<file path="config.mk">
export PLATFORM = sky130hd
export DESIGN_NAME = if_fetch_queue
export DESIGN_NICKNAME = d
export VERILOG_FILES = /design/src/rtl/if_fetch_queue_pkg.sv /design/src/rtl/if_fetch_queue_fetch_fifo.sv /design/src/rtl/if_fetch_queue.sv
export SDC_FILE = /design/constraint.sdc
export NUM_CORES = 1
export LEC_CHECK = 0
export ABC_CLOCK_PERIOD_IN_PS = 3810
export CORE_MARGIN = 5
export CORE_UTILIZATION = 30
export DETAILED_ROUTE_END_ITERATION = 10
export DONT_BUFFER_PORTS = 1
export PLACE_DENSITY = 0.42
export SLEW_MARGIN = 20
export SYNTH_ARGS = -nofsm -noshare
export SYNTH_HDL_FRONTEND = slang
export SYNTH_SLANG_ARGS = --single-unit
</file>
<file path="constraint.sdc">
create_clock -name clk -period 3.81 [get_ports clk]
set_clock_uncertainty 0.2 [all_clocks]
set_input_delay 1.143 -clock clk [delete_from_list [all_inputs] [get_ports clk]]
set_output_delay 1.143 -clock clk [all_outputs]
set_load 0.01 [all_outputs]
</file>
<file path="src/rtl/if_fetch_queue_pkg.sv">
// if_fetch_queue_pkg
//   Shared definitions for the instruction-fetch queue slice: fetch FSM
//   state encodings, the JAL opcode, the sequential PC step and a helper
//   that extracts the J-type immediate.
//   No ports.

package if_fetch_queue_pkg;

    typedef enum logic [1:0] {
        ST_IDLE = 2'd0,  // no request outstanding
        ST_WAIT = 2'd1,  // request outstanding, data will be kept
        ST_DROP = 2'd2   // request outstanding, data will be discarded
    } fetch_state_e;

    localparam logic [6:0] OPCODE_JAL = 7'b1101111;
    localparam int         PC_STEP    = 4;

    // True when the instruction word is a JAL.
    function automatic logic is_jal(input logic [31:0] inst);
        return inst[6:0] == OPCODE_JAL;
    endfunction

    // J-type immediate as a 21-bit two's-complement byte offset.
    function automatic logic [20:0] jal_imm(input logic [31:0] inst);
        return {inst[31], inst[19:12], inst[20], inst[30:21], 1'b0};
    endfunction

endpackage

</file>
<file path="src/rtl/if_fetch_queue_fetch_fifo.sv">
// if_fetch_queue_fetch_fifo
//   DEPTH-entry circular buffer holding fetched {instruction, pc[, pred]}
//   entries. Flush clears the occupancy in one cycle; the head word reads
//   as zero while the buffer is empty.
// Ports
//   clk, rst       clock, synchronous active-high reset
//   en_i           global enable; low freezes all state
//   flush_i        drop every entry (wins over push and pop)
//   push_i         append push_data_i at the tail
//   pop_i          remove the head entry
//   push_data_i    entry to append
//   head_data_o    head entry, zero when empty
//   valid_o        buffer holds at least one entry
//   count_o        number of occupied entries

module if_fetch_queue_fetch_fifo #(
    parameter int DEPTH = 4,
    parameter int WIDTH = 64,
    localparam int PTR_W = $clog2(DEPTH),
    localparam int CNT_W = PTR_W + 1
) (
    input  logic             clk,
    input  logic             rst,
    input  logic             en_i,
    input  logic             flush_i,
    input  logic             push_i,
    input  logic             pop_i,
    input  logic [WIDTH-1:0] push_data_i,
    output logic [WIDTH-1:0] head_data_o,
    output logic             valid_o,
    output logic [CNT_W-1:0] count_o
);

    logic [WIDTH-1:0] mem_q [DEPTH];
    logic [PTR_W-1:0] head_q;
    logic [PTR_W-1:0] tail_q;
    logic [CNT_W-1:0] count_q;
    logic             full;
    logic             do_push;
    logic             do_pop;

    assign full    = (count_q == CNT_W'(DEPTH));
    assign valid_o = (count_q != '0);
    assign do_pop  = pop_i && valid_o;
    assign do_push = push_i && (!full || do_pop);

    // Pointers are PTR_W bits wide and DEPTH is a power of two, so the
    // natural binary wrap gives modulo-DEPTH behaviour.
    // NOTE: sequential state uses non-blocking assignments so every flop
    // samples the pre-edge values regardless of block ordering.
    always_ff @(posedge clk) begin
        if (rst) begin
            head_q  <= '0;
            tail_q  <= '0;
            count_q <= '0;
        end else if (en_i) begin
            if (flush_i) begin
                head_q  <= '0;
                tail_q  <= '0;
                count_q <= '0;
            end else begin
                if (do_push) tail_q <= tail_q + PTR_W'(1);
                if (do_pop)  head_q <= head_q + PTR_W'(1);
                if (do_push && !do_pop)      count_q <= count_q + CNT_W'(1);
                else if (do_pop && !do_push) count_q <= count_q - CNT_W'(1);
            end
        end
    end

    // NOTE: the storage array has no reset; occupancy alone decides which
    // words are meaningful, and empty reads are masked below.
    always_ff @(posedge clk) begin
        if (en_i && !flush_i && do_push) begin
            mem_q[tail_q] <= push_data_i;
        end
    end

    assign head_data_o = valid_o ? mem_q[head_q] : '0;
    assign count_o     = count_q;

endmodule

</file>
<file path="src/rtl/if_fetch_queue.sv">
// if_fetch_queue
//   Instruction-fetch unit: owns the fetch PC, keeps at most one request
//   outstanding at the memory controller and buffers returned instructions
//   with their PCs in a DEPTH-entry queue for decode. A redirect flushes the
//   queue at once; a request already in flight is allowed to complete and
//   its data is thrown away.
//   Build option: define IFQ_JAL_PREDICT_EN to follow JAL targets at fetch
//   and flag those entries as predicted taken; otherwise fetch is strictly
//   sequential and pred_taken_out is tied low.
// Ports
//   clk, rst            clock, synchronous active-high reset
//   rdy                 global enable; low freezes all state
//   redirect_valid_in   flush queue, restart at redirect_pc_in
//   redirect_pc_in      new fetch PC
//   mc_req_out          request to memory controller (held until ack)
//   mc_addr_out         request address, zero while idle
//   mc_ack_in           one-cycle data-valid pulse for the current request
//   mc_data_in          returned instruction
//   inst_valid_out      queue head valid
//   inst_ready_in       decode accepts head when valid
//   inst_out, pc_out    head instruction and its PC, zero when empty
//   pred_taken_out      head entry was fetched as a taken JAL
//   count_out           occupied queue entries

module if_fetch_queue
    import if_fetch_queue_pkg::*;
#(
    parameter int              ADDR_W   = 32,
    parameter int              INST_W   = 32,
    parameter int              DEPTH    = 4,
    parameter logic [ADDR_W-1:0] RESET_PC = '0,
    localparam int             CNT_W    = $clog2(DEPTH) + 1
) (
    input  logic              clk,
    input  logic              rst,
    input  logic              rdy,
    input  logic              redirect_valid_in,
    input  logic [ADDR_W-1:0] redirect_pc_in,
    output logic              mc_req_out,
    output logic [ADDR_W-1:0] mc_addr_out,
    input  logic              mc_ack_in,
    input  logic [INST_W-1:0] mc_data_in,
    output logic              inst_valid_out,
    input  logic              inst_ready_in,
    output logic [INST_W-1:0] inst_out,
    output logic [ADDR_W-1:0] pc_out,
    output logic              pred_taken_out,
    output logic [CNT_W-1:0]  count_out
);

`ifdef IFQ_JAL_PREDICT_EN
    localparam int ENTRY_W = INST_W + ADDR_W + 1;
`else
    localparam int ENTRY_W = INST_W + ADDR_W;
`endif

    fetch_state_e      state_q, state_d;
    logic [ADDR_W-1:0] fetch_pc_q, fetch_pc_d;
    logic [ADDR_W-1:0] req_pc_q, req_pc_d;
    logic [ADDR_W-1:0] next_pc;
    logic [ENTRY_W-1:0] push_entry;
    logic [ENTRY_W-1:0] head_entry;
    logic              push;
    logic              pop;

    // The PC following the returned instruction. fetch_pc equals req_pc
    // whenever data is accepted, so req_pc is the base for both paths.
`ifdef IFQ_JAL_PREDICT_EN
    logic        take_jal;
    logic [20:0] j_off;

    assign take_jal   = is_jal(mc_data_in[31:0]);
    assign j_off      = jal_imm(mc_data_in[31:0]);
    assign next_pc    = take_jal ? req_pc_q + {{(ADDR_W-21){j_off[20]}}, j_off}
                                 : req_pc_q + ADDR_W'(PC_STEP);
    assign push_entry = {mc_data_in, req_pc_q, take_jal};
    assign {inst_out, pc_out, pred_taken_out} = head_entry;
`else
    assign next_pc    = req_pc_q + ADDR_W'(PC_STEP);
    assign push_entry = {mc_data_in, req_pc_q};
    assign {inst_out, pc_out} = head_entry;
    assign pred_taken_out     = 1'b0;
`endif

    // Redirect beats a same-cycle dequeue.
    assign pop = inst_ready_in && inst_valid_out && !redirect_valid_in;

    // NOTE: every variable written here gets a default first so no path
    // leaves it unassigned and no latch is inferred.
    always_comb begin
        state_d    = state_q;
        fetch_pc_d = fetch_pc_q;
        req_pc_d   = req_pc_q;
        push       = 1'b0;

        case (state_q)
            ST_IDLE: begin
                // One request at a time and only with a free slot, so the
                // queue can never overflow.
                if (!redirect_valid_in && (count_out < CNT_W'(DEPTH))) begin
                    req_pc_d = fetch_pc_q;
                    state_d  = ST_WAIT;
                end
            end
            ST_WAIT: begin
                if (mc_ack_in) begin
                    state_d = ST_IDLE;
                    if (!redirect_valid_in) begin
                        push       = 1'b1;
                        fetch_pc_d = next_pc;
                    end
                end else if (redirect_valid_in) begin
                    // Controller cannot abort; wait out the ack and drop it.
                    state_d = ST_DROP;
                end
            end
            ST_DROP: begin
                if (mc_ack_in) state_d = ST_IDLE;
            end
            default: state_d = ST_IDLE;
        endcase

        if (redirect_valid_in) fetch_pc_d = redirect_pc_in;
    end

    always_ff @(posedge clk) begin
        if (rst) begin
            state_q    <= ST_IDLE;
            fetch_pc_q <= RESET_PC;
            req_pc_q   <= '0;
        end else if (rdy) begin
            state_q    <= state_d;
            fetch_pc_q <= fetch_pc_d;
            req_pc_q   <= req_pc_d;
        end
    end

    assign mc_req_out  = (state_q != ST_IDLE);
    assign mc_addr_out = mc_req_out ? req_pc_q : '0;

    if_fetch_queue_fetch_fifo #(
        .DEPTH (DEPTH),
        .WIDTH (ENTRY_W)
    ) u_fifo (
        .clk         (clk),
        .rst         (rst),
        .en_i        (rdy),
        .flush_i     (redirect_valid_in),
        .push_i      (push),
        .pop_i       (pop),
        .push_data_i (push_entry),
        .head_data_o (head_entry),
        .valid_o     (inst_valid_out),
        .count_o     (count_out)
    );

endmodule
</file>
==> metrics.csv <==
stage;metric;value;unit
synth;syn_avg_cell_area;15.2;um2
synth;synth_top_cell_by_area;edfxtp_1;
global_routing;track_usage;14.2;%
sta;setup_tns;0;ps
global_routing;met1_usage;19.4;%
synth;netlist.area_leader.share;56.7;%
final_layout;layout.nets;988;
final_layout;finalInstanceArea;15800;um2
synth;synth_enable_flop_cells;256;
clocking;worstSkewPairLatency;540;ps
floorplanning;die_width;223;um
place;place_ws;777;ps
sta;period_share;91.6;%
global_routing;grt_max_degree;68;
global_routing;grt_pass1_wl;53300;um
floorplanning;die_y;223;um
drt;wl;35500;um
final_layout;diodes;0;
clocking;post_cts_resized;0;
clocking;clkTransAtPathRegs;60;ps
place;dp_cells;1472;
synth;async_reset_ff_share;0;%
clocking;ctsHoldBuffers;0;
sta;relSlewSlack;42.3;%
drt;drc_errors;0;
global_routing;grt_pass1_vias;7725;
critical_path;rr_worst_depth;8;
sta;min_period;3490;ps
global_routing;grtUsageMet2;22.5;%
drt;num_vias;7412;
critical_path;path_class;reg -> out;
sta;timing.final.hold_violations;0;
place;io_buffers;0;
global_routing;antenna_found_initial;5;
global_routing;grtUsageMet3;4.16;%
place;globalplace.congestion;0.706;
critical_path;cpMaxStageDelayCell;mux4_2;
synth;syn_nets;971;
synth;netlist_area;13600;um2
sta;max_freq;286;MHz
status;status;finished, final reports clean;
critical_path;cp.required;2470;ps
synth;ys.flop_type;edfxtp_1;
synth;yosysWarnings;0;
synth;ys_seq_elements;331;
critical_path;r2r_slack;1030;ps
floorplanning;rows;78;
critical_path;cp_data_arrival_time;2150;ps
drt;wl_per_cell;23.0;um
final_layout;area_growth;16.5;%
drt;drtAntennaViolNets;0;
run;cap_violations;0;
drt;drtIter0Drc;403;
power;pwr_density_cell;508;nW/um2
clocking;clockBufferDepth;3;
clocking;cts_sinks;331;
final_layout;fin_cells;1540;
critical_path;r2r-start;u_fifo.count_o[2];
critical_path;critPathLaunchType;flop;
place;hpwlAfterDp;22600;um
clocking;cts_root_buf;clkbuf_16;
sta;timing_max_transition_violations_final;0;
critical_path;crit_path_end_kind;primary output;
sta;worst_slew_pin_slew;866;ps
power;vdd_drop_max;0.217;mV
clocking;cts_made_buffers;38;
floorplanning;core_area;45100;um2
synth;ys_seq_area_share;67.7;%
sta;setup_viol;0;
clocking;cts_max_level;2;
synth;ys_types;57;
critical_path;critPathMaxFanout;22;
floorplanning;top_level_ports;172;
worst_hold_path;min_path_type;reg -> reg;
critical_path;worstReg2RegEnd;u_fifo.count_o[2];
place;placed_cell_area;14500;um2
sta;rsz0062_at_grt;no;
power;power;0.00803;W
worst_hold_path;whs_path_depth;2;
critical_path;path_cells;buf_4 > mux4_2 > and2_1;
worst_hold_path;worstHoldEndpoint;req_pc_q[17];
synth;synthCells;895;
clocking;cts_tree;yes;
worst_hold_path;min_from;fetch_pc_q[17];
final_layout;drive_above_1_share;18.8;%
floorplanning;die_area;49600;um2
power;p_leak;4.92;nW
critical_path;cpPeakStageDelay;610;ps
clocking;post_cts_buffers;0;
floorplanning;initial_core_util;30.1;%
global_routing;gr-max-usage-layer;met2;
synth;synth.area.top_cells;edfxtp_1, dfxtp_1, mux4_2;
drt;drt-pass1-iter-count;4;
sta;layout_setup_ws;319;ps
drt;via_per_inst;4.81;
final_layout;nFillCells;4354;
global_routing;grt.overflow.total;0;
## stage by stage
stage                     hold WS (ps)  utilization (%)
after CTS                          245             35.0
final                              244             35.0
after global routing               265             35.0
after detailed placement           238             32.1
after floorplan                    232                -
after global placement             234             32.1
## flip-flops by register name (all words and copies together), names as in the netlist, named ones only
register,flops
fetch_pc_q,32
req_pc_q,32
state_q,2
u_fifo.count_o,3
u_fifo.head_q,2
u_fifo.mem_q,256
u_fifo.tail_q,2
## synth_stat cells, drive strengths merged (2+ instances only)
library cell  instances
a211oi                6
a21oi                64
a22oi                 2
a311oi                3
and2                101
and3                 15
and4                  5
buf                  21
clkbuf               33
dfxtp                75
edfxtp              256
ha                    5
inv                   7
mux2i                 3
mux4                 64
nand2                90
nand3                15
nand4                 7
nor2                 21
nor3                  6
nor4                  2
nor4b                 2
o211ai               10
o21ai                13
o221ai                2
o22ai                10
o31ai                 2
or3                  14
xnor2                 7
xor2                 20
## critical path: cells and delay by family, from the launching register on
kind                   cells  cell delay [ps]
muxes                      1              610
buffers and inverters      1              410
DFF                        1              360
and+or+nand+nor            1              220
## cell type report
type	instances	area, um2	area share (%)
sequential	331	9200	58.2
multi-input combinational	503	4140	26.2
clock buffer	45	1040	6.59
tap	600	751	4.75
timing repair buffer	31	383	2.42
clock inverter	23	268	1.69
inverter	7	26.3	0.166
## layout by cell type (no fill, tap or decap), types with 3 or more instances in the layout
cell type and n:
nor2_1 20, clkbuf_16 41, nor3_1 3, a211oi_1 5, nand2_1 90, o22ai_1 10
and3_1 15, dfxtp_1 73, clkbuf_1 4, and2_4 4, edfxtp_1 256, bufinv_16 6
o211ai_1 10, clkinv_2 8, ha_1 5, buf_12 12, or3_1 13, mux2i_1 3
nand4_1 4, and4_1 5, clkinv_1 6, buf_4 19, xor2_1 20, a21oi_1 63
nor3_4 3, inv_1 7, nand3_1 14, o21ai_0 10, xnor2_1 7, a311oi_1 3
and2_1 97, mux4_2 64
## routing by layer
metal / share of wire [%] / routed length (um)
met4: 2.0 / 697
met5: 0 / 0
met3: 5.9 / 2100
met2: 47 / 16600
met1: 45 / 16100
## power by group
part           switching (W)  internal [W]
clock                0.00144       0.00236
combinational       0.000161     0.0000942
sequential         0.0000385       0.00393
total                0.00164       0.00638
## cell families after synthesis
family	share of synthesized area (%)
other	0.0276
buffers and inverters	1.90
DFF	67.7
and+or+nand+nor	11.8
muxes	10.8
adders and majority gates	0.609
AOI/OAI and AO/OA	5.33
xor gates and xnor gates	1.74
## how the worst max path moves through the flow
stage,from,to,slack [ps],cells after the start
6_report,flop,pc_out[28],320,3
5_1_grt,u_fifo.count_o[2],pc_out[12],90,2
4_1_cts,u_fifo.count_o[2],pc_out[12],180,2
3_5_place_dp,u_fifo.count_o[2],pc_out[12],780,2
2_1_floorplan,mc_ack_in,u_fifo.mem_q[0][0],470,4
3_3_place_gp,mc_ack_in,u_fifo.mem_q[0][54],790,6
(Power assumes the default switching activity.)
